`config.mk`:
```
export PLATFORM = sky130hd
export DESIGN_NAME = nibble_sub_seq
export DESIGN_NICKNAME = d
export VERILOG_FILES = /design/src/rtl/nibble_sub_seq.sv
export SDC_FILE = /design/constraint.sdc
export NUM_CORES = 1
export LEC_CHECK = 0
export ABC_AREA = 1
export CAP_MARGIN = 30
export CORE_MARGIN = 5
export CORE_UTILIZATION = 58
export DETAILED_ROUTE_END_ITERATION = 6
export PLACE_DENSITY = 0.85
export SLEW_MARGIN = 20
export SYNTH_ARGS = -nofsm -noshare
export SYNTH_HDL_FRONTEND = slang
export SYNTH_SLANG_ARGS = --single-unit
```
`constraint.sdc`:
```
create_clock -name clk -period 5.6 [get_ports clk]
set_input_delay 0.84 -clock clk [delete_from_list [all_inputs] [get_ports clk]]
set_output_delay 0.84 -clock clk [all_outputs]
set_load 0.05 [all_outputs]
```
`src/rtl/nibble_sub_seq.sv`:
```
// Multi-cycle S-AES nibble substitution (forward/inverse S-box), LANES nibbles per cycle.
// Optional feature macro: NIBSUB_CNT_EN adds a 16-bit drained-word counter output.
module nibble_sub_seq #(
    parameter int WORD_W = 16,
    parameter int LANES  = 1
) (
    input  logic              clk,
    input  logic              rst,
    input  logic              in_valid,
    output logic              in_ready,
    input  logic [WORD_W-1:0] in_data,
    input  logic              in_inv,
    output logic              out_valid,
    input  logic              out_ready,
`ifdef NIBSUB_CNT_EN
    output logic [15:0]       word_cnt,
`endif
    output logic [WORD_W-1:0] out_data
);

    localparam int NIB    = WORD_W / 4;
    localparam int GROUPS = (LANES > 0) ? (NIB / LANES) : 1;
    localparam int GW     = (GROUPS > 1) ? $clog2(GROUPS) : 1;
    localparam logic [GW-1:0] G_LAST = GW'(GROUPS - 1);

    // Reject illegal geometry at elaboration time.
    generate
        if ((WORD_W < 4) || (WORD_W % 4 != 0) || (LANES < 1) || (NIB % LANES != 0)) begin : g_bad_param
            $fatal(1, "nibble_sub_seq: illegal WORD_W/LANES combination");
        end
    endgenerate

    typedef enum logic [1:0] {
        IDLE = 2'd0,
        SUB  = 2'd1,
        DONE = 2'd2
    } state_t;

    function automatic logic [3:0] sbox(input logic [3:0] x, input logic inv);
        logic [3:0] y;
        if (inv) begin
            case (x)
                4'h0: y = 4'hA;  4'h1: y = 4'h5;  4'h2: y = 4'h9;  4'h3: y = 4'hB;
                4'h4: y = 4'h1;  4'h5: y = 4'h7;  4'h6: y = 4'h8;  4'h7: y = 4'hF;
                4'h8: y = 4'h6;  4'h9: y = 4'h0;  4'hA: y = 4'h2;  4'hB: y = 4'h3;
                4'hC: y = 4'hC;  4'hD: y = 4'h4;  4'hE: y = 4'hD;  4'hF: y = 4'hE;
                default: y = 4'h0;
            endcase
        end else begin
            case (x)
                4'h0: y = 4'h9;  4'h1: y = 4'h4;  4'h2: y = 4'hA;  4'h3: y = 4'hB;
                4'h4: y = 4'hD;  4'h5: y = 4'h1;  4'h6: y = 4'h8;  4'h7: y = 4'h5;
                4'h8: y = 4'h6;  4'h9: y = 4'h2;  4'hA: y = 4'h0;  4'hB: y = 4'h3;
                4'hC: y = 4'hC;  4'hD: y = 4'hE;  4'hE: y = 4'hF;  4'hF: y = 4'h7;
                default: y = 4'h0;
            endcase
        end
        return y;
    endfunction

    state_t            state_q, state_d;
    logic [WORD_W-1:0] word_q, word_d;
    logic              inv_q, inv_d;
    logic [GW-1:0]     g_q, g_d;
    logic              out_valid_q, out_valid_d;
    logic [WORD_W-1:0] out_data_q, out_data_d;
    logic              in_ready_q, in_ready_d;
    logic [WORD_W-1:0] sub_word_s;
`ifdef NIBSUB_CNT_EN
    logic [15:0]       word_cnt_q, word_cnt_d;
`endif

    // Substitute the current group of nibbles in the captured word.
    always_comb begin
        sub_word_s = word_q;
        for (int l = 0; l < LANES; l++) begin
            int idx;
            idx = int'(g_q) * LANES + l;
            sub_word_s[idx*4 +: 4] = sbox(word_q[idx*4 +: 4], inv_q);
        end
    end

    // Next-state and output-register logic.
    always_comb begin
        state_d     = state_q;
        word_d      = word_q;
        inv_d       = inv_q;
        g_d         = g_q;
        out_valid_d = out_valid_q;
        out_data_d  = out_data_q;
        in_ready_d  = in_ready_q;
        case (state_q)
            IDLE: begin
                if (in_valid && in_ready_q) begin
                    word_d     = in_data;
                    inv_d      = in_inv;
                    g_d        = '0;
                    in_ready_d = 1'b0;
                    state_d    = SUB;
                end else begin
                    in_ready_d = 1'b1;
                end
            end
            SUB: begin
                word_d = sub_word_s;
                // The last group exits directly, so g never wraps.
                if (g_q == G_LAST) begin
                    out_data_d  = sub_word_s;
                    out_valid_d = 1'b1;
                    state_d     = DONE;
                end else begin
                    g_d = g_q + GW'(1);
                end
            end
            DONE: begin
                if (out_valid_q && out_ready) begin
                    out_valid_d = 1'b0;
                    in_ready_d  = 1'b1;
                    state_d     = IDLE;
                end else begin
                    out_valid_d = 1'b1;
                end
            end
            default: begin
                state_d     = IDLE;
                out_valid_d = 1'b0;
                in_ready_d  = 1'b1;
            end
        endcase
    end

`ifdef NIBSUB_CNT_EN
    // Drained-word counter, wraps naturally at 16 bits.
    always_comb begin
        if (out_valid_q && out_ready) begin
            word_cnt_d = word_cnt_q + 16'd1;
        end else begin
            word_cnt_d = word_cnt_q;
        end
    end

    // Counter register with synchronous reset.
    always_ff @(posedge clk) begin
        if (rst) begin
            word_cnt_q <= 16'd0;
        end else begin
            word_cnt_q <= word_cnt_d;
        end
    end

    assign word_cnt = word_cnt_q;
`endif

    // State and datapath registers; reset aborts any word in flight.
    always_ff @(posedge clk) begin
        if (rst) begin
            state_q     <= IDLE;
            word_q      <= '0;
            inv_q       <= 1'b0;
            g_q         <= '0;
            out_valid_q <= 1'b0;
            out_data_q  <= '0;
            in_ready_q  <= 1'b1;
        end else begin
            state_q     <= state_d;
            word_q      <= word_d;
            inv_q       <= inv_d;
            g_q         <= g_d;
            out_valid_q <= out_valid_d;
            out_data_q  <= out_data_d;
            in_ready_q  <= in_ready_d;
        end
    end

    assign in_ready  = in_ready_q;
    assign out_valid = out_valid_q;
    assign out_data  = out_data_q;

endmodule

```
---- Word level (Yosys, flattened, before mapping) ----
Memories as Yosys holds them, arrays and structs flattened.
Cells that the tools add are included.
word-level totals
  bits in registers ....................... 39
  ROM bits ................................ 128
  input port bits ......................... 21
  output and inout port bits .............. 18
  logic and storage cells ................. 51
  memories ................................ 2
cells by class
  $add $sub $neg .......................... 2
  equal/unequal tests ..................... 7
  shift operators ......................... 3
  multiplexer cells ....................... 17
  bitwise logic cells ..................... 2
  reductions and logical operators ........ 11
memory list
  memory            words  width  read ports  clocked after Yosys merged registers in  write ports  RTL line  RTL
  (name not given)  16     4      1           0                                        0            42        case (x)
  (name not given)  16     4      1           0                                        0            50        case (x)
operator list
  operator                                               number
  negator 4 -> 33 bit                                    1
  variable shift 4 x 33 -> 16 bit, first input constant  1
  variable part select 4 x 33 -> 16 bit                  1
  case mux 16 bit (2 select lines)                       1
  bitwise mux 16 bit                                     1
  two-way mux 16 bit                                     1
  variable part select 16 x 5 -> 4 bit                   1
  two-way mux 2 bit                                      5
  AND reduction 2 bit                                    5
  inequality test 2 bit, second input constant           4
  case mux 1 bit (3 select lines)                        2
  case mux 2 bit (3 select lines)                        1
  AND reduction 3 bit                                    2
  equality test 2 bit, second input constant             2
  two-way mux 1 bit                                      4
  two-way mux 4 bit                                      1
  case mux 2 bit (2 select lines)                        1
  adder 2 x 1 -> 2 bit, second input constant            1
  equality test 2 x 1 -> 1 bit, second input constant    1
  logical AND 1 bit                                      2
  zero test 2 bit                                        1
  inverter 1 bit                                         2
  nonzero test 2 bit                                     1

---- Depth between registers and ports, before layout ----
An unclocked memory read counts as a cell.
  depth in word-level cells ............... 6
  mapped depth ............................ 18
  depth with buffers taken out ............ 16

---- Worst setup path after synthesis ----
OpenSTA, ideal clock, no wires.
  path kind ............................... register to register
  from .................................... register g_q[0]
  to ...................................... register word_q[12]
  data arrival time ....................... 1.992 ns
  required time ........................... 5.532 ns
  path slack .............................. 3.541 ns
  stages on the path, launching flop included .. 18
  path buffers ............................ 2
  period minus slack after synthesis ...... 2.059 ns
  cells stage by stage .................... dfxtp_1 buf_6 inv_6 buf_12 nand2_1 nand3_1 nand2_2 inv_1 ha_1 nand2_1 nand3_1 nand3_1 nand2_1 nor2_2 nand3_1 nand3_1 nand2_1 a21oi_2
on the way
  longest elaborated chain between the ends .. 6
  elaborated cells on any way between the ends .. 9
RTL lines
  element                                        RTL line  RTL
  from (decl)                                    64        logic [GW-1:0] g_q, g_d;
  from (signal assigned)                         168       g_q <= g_d;
  variable part select 16 x 5 -> 4 bit           79        sub_word_s[idx*4 +: 4] = sbox(word_q[idx*4 +: 4], inv_q);
  memory (16 x 4 bit), on equally long branches  n/a
  two-way mux 4 bit                              41        if (inv) begin
  variable part select 4 x 33 -> 16 bit          79
  bitwise mux 16 bit (*)                         79
  case mux 16 bit (2 select lines) (*)           92        case (state_q)
  to (signal assigned)                           166       word_q <= word_d;
  to (decl)                                      62        logic [WORD_W-1:0] word_q, word_d;
Every way passes the cells marked *; elsewhere a longest branch is shown, timed or not.
A chain may end at the register's enable or synchronous reset.

---- Final worst setup path ----
  from .................................... register state_q[1]
  to ...................................... register word_q[5]
on the way
  longest elaborated chain between the ends .. 3
  elaborated cells on any way between the ends .. 6
RTL lines
  element                                                                       RTL line  RTL
  from (decl)                                                                   61        state_t state_q, state_d;
  from (signal assigned)                                                        165       state_q <= state_d;
  equality test 2 x 1 -> 1 bit or zero test 2 bit (tied branches)               92
  nonzero test 2 bit (no source line) or inequality test 2 bit (tied branches)  n/a
  AND reduction 2 bit (no source line)                                          n/a
Several ways; a longest one is shown, not always the timed one.

==> results.sh <==
export IMPL_routedWlPerCell_um=13.4
export IMPL_fin_worst_skew_ns=0.00693
export IMPL_synth_top_flop_cell="dfxtp_1"
export IMPL_portBuffers=38
export IMPL_path_cells="inv_1 > ha_1 > inv_1 > o21ai_0 > clkinv_1 > buf_8 > nor2_1 > nand2_1 > a21oi_1"
export IMPL_synth_top_family_by_area="simple AND/OR/NAND/NOR gates"
export IMPL_cts_tree="yes"
export IMPL_hold_viol_final=0
export IMPL_postSynthAreaPerCell_um2=6.42
export IMPL_synth_compound_area_frac=0.144
export IMPL_setup_slack_ns=2.56
export IMPL_cp_arrival_ns=3.26
export IMPL_finalPower_mw=1.36
export IMPL_final_cell_mix="104 x nand2_1, 53 x nor2_1, 46 x nand3_1, 42 x inv_1, 39 x dfxtp_1"
export IMPL_gp_congestion=0.907
export IMPL_drt_iter0_drc=260
export IMPL_diodes=0
export IMPL_grt_pass1_wl_mm=11.2
export IMPL_clock_fmax_mhz=329
export IMPL_worst_path_most_repeated_cell="inv_1"
export IMPL_top_usage_layer="met2"
export IMPL_cts_setup_buffers=0
export IMPL_rows=24
export IMPL_clk_pin_slew_ns=0.08
export IMPL_synthXorXnorAreaFrac=0
export IMPL_pre_cts_slack_ns=2.31
export IMPL_fin_util=0.698
export IMPL_setup_viol=0
export IMPL_yosys_area_share_simple=0.366
export IMPL_path_class="flop to flop"
export IMPL_cts_inserted_buffers=5
export IMPL_slew_violations=0
export IMPL_grt_util_all_layers=0.225
export IMPL_whs_path_depth=2
export IMPL_ir_worst_vdd_uv=341
export IMPL_post_cts_resize_count=0
export IMPL_areaGrowthSynthToFinish_pct=17.3
export IMPL_die_w_um=76.6
export IMPL_leakage_nw=1.37
export IMPL_synth_cells=401
export IMPL_fin_tns_setup_ns=0
export IMPL_antenna_found_initial=0
export IMPL_fp_dieH_um=76.6
export IMPL_antenna_left=0
export IMPL_timing_final_crit_share=0.543
export IMPL_num_fill_cells=391
export IMPL_worstMarginPinSlew_ns=1.02
export IMPL_hp_class="flop to flop"
export IMPL_hold_buffers=0
export IMPL_drt_total_wl_mm=6.46
export IMPL_layout_commonest_cell="nand2_1"
export IMPL_cts_root_buf="clkbuf_8"
export IMPL_clockBufferDepth=2
export IMPL_power_density_nw_per_um2=451
export IMPL_cpPeakStageDelay_ns=0.85
export IMPL_drc=0
export IMPL_drive_above_1_share=0.0580
export IMPL_use_met1=0.302
export IMPL_vias_per_cell=5.47
export IMPL_syn_area_um2=2570
export IMPL_slew_headroom=0.319
export IMPL_muxShareOfSynthArea=0
export IMPL_worstPathRequired_ns=5.82
export IMPL_worstPathMaxFanout=28
export IMPL_status="completed"
export IMPL_start_kind="flop"
export IMPL_use_met3=0.0520
export IMPL_dp_hpwl_mm=4.74
export IMPL_async_flop_share=0
export IMPL_synth_edf_count=0
export IMPL_ys_ff_latch=39
export IMPL_dr_pass1_iters=5
export IMPL_dieArea_um2=5870
export IMPL_yosys_warnings=0
export IMPL_rr_worst_depth=9
export IMPL_synth_fa_ha_area_frac=0.0778
export IMPL_crit_slowest_cell="ha_1"
export IMPL_synth_cell_types=29
export IMPL_cts_sinks=39
export IMPL_ys_seq_area_frac=0.304
export IMPL_grt_overflow_total=0
export IMPL_nNetsFinal=469
export IMPL_vias=2640
export IMPL_syn_nets=438
export IMPL_period_minus_slack_ns=3.04
export IMPL_rsz0062_at_grt="no"
export IMPL_insertion_delay_ns=0.30
export IMPL_finalHoldWorstSlack_ns=0.478
export IMPL_fp_coreArea_um2=4320
export IMPL_maxCapViolCount=0
export IMPL_start_util=0.595
export IMPL_grt_max_degree=35
export IMPL_met2_usage=0.351
export IMPL_pin_count=39
export IMPL_htreeDepth=2
export IMPL_worstSetupEndpointType="flop"
export IMPL_grt_pass1_vias=2453
-- cells by family after synthesis --
logic type / Yosys count
adder cells (fa/ha/maj): 16
buffers and inverters: 63
AND/OR/NAND/NOR: 220
AO/OA/AOI/OAI: 63
flip-flops: 39
-- registers in the layout (all words and copies together), names as in the netlist --
| register | count |
|---|---|
| out_data | 16 |
| state_q | 2 |
| in_ready | 1 |
| g_q | 2 |
| word_q | 16 |
| inv_q | 1 |
| out_valid | 1 |
-- synthesized netlist by cell type (2+ instances only) --
cell type	number	area, µm²
a21oi_1	17	85.1
a21oi_2	3	26.3
buf_4	2	15.0
buf_6	2	22.5
clkbuf_1	10	37.5
clkinv_1	3	11.3
dfxtp_1	39	781
ha_1	16	200
inv_1	42	158
nand2_1	104	390
nand2_2	4	25.0
nand3_1	46	230
nand3_2	3	30.0
nand4_1	4	25.0
nor2_1	53	199
nor2_2	3	18.8
o211ai_1	14	105
o21ai_0	25	125
-- final timing paths --
kind	from	endpoint	slack, ns
min	word_q[3]$_SDFFE_PP0P_	word_q[3]$_SDFFE_PP0P_	0.48
min reg2reg	word_q[3]$_SDFFE_PP0P_	word_q[3]$_SDFFE_PP0P_	0.48
max	state_q[1]$_SDFFE_PP0P_	word_q[5]$_SDFFE_PP0P_	2.56
max reg2reg	state_q[1]$_SDFFE_PP0P_	word_q[5]$_SDFFE_PP0P_	2.56
-- cell type report --
class,count,area [µm²],area share
Timing Repair Buffer,40,403,0.133
Multi-Input combinational cell,299,1510,0.501
Clock buffer,5,68.8,0.0228
Sequential cell,39,781,0.259
Inverter,47,181,0.0601
Tap cell,52,65.1,0.0216
Clock inverter,1,7.51,0.00249
-- metrics by stage --
step                      cell area, µm²  cells
after floorplan                     2570    401
after global placement              2930    476
after detailed placement            2930    476
after CTS                           3000    482
after global routing                3020    483
final                               3020    483
-- critical path: cells and delay by family, from the launching register on --
kind                     cells  cell delay (ns)
AO/OA/AOI/OAI                2             0.44
adder cells (fa/ha/maj)      1             0.85
buffers and inverters        4             1.17
flip-flops                   1             0.31
AND/OR/NAND/NOR              2             0.17
-- power by group --
| group | switching, mW | internal [mW] | total (mW) |
|---|---|---|---|
| combinational | 0.524 | 0.264 | 0.788 |
| clock | 0.0958 | 0.0826 | 0.178 |
| sequential | 0.0584 | 0.337 | 0.396 |
-- routing by layer --
metal / share of wire / up-vias
li1: - / 1352
met1: 0.45 / 1195
met2: 0.47 / 81
met3: 0.051 / 12
met4: 0.022 / 0
met5: 0 / -
No activity file was read; power rests on OpenSTA's default activity.
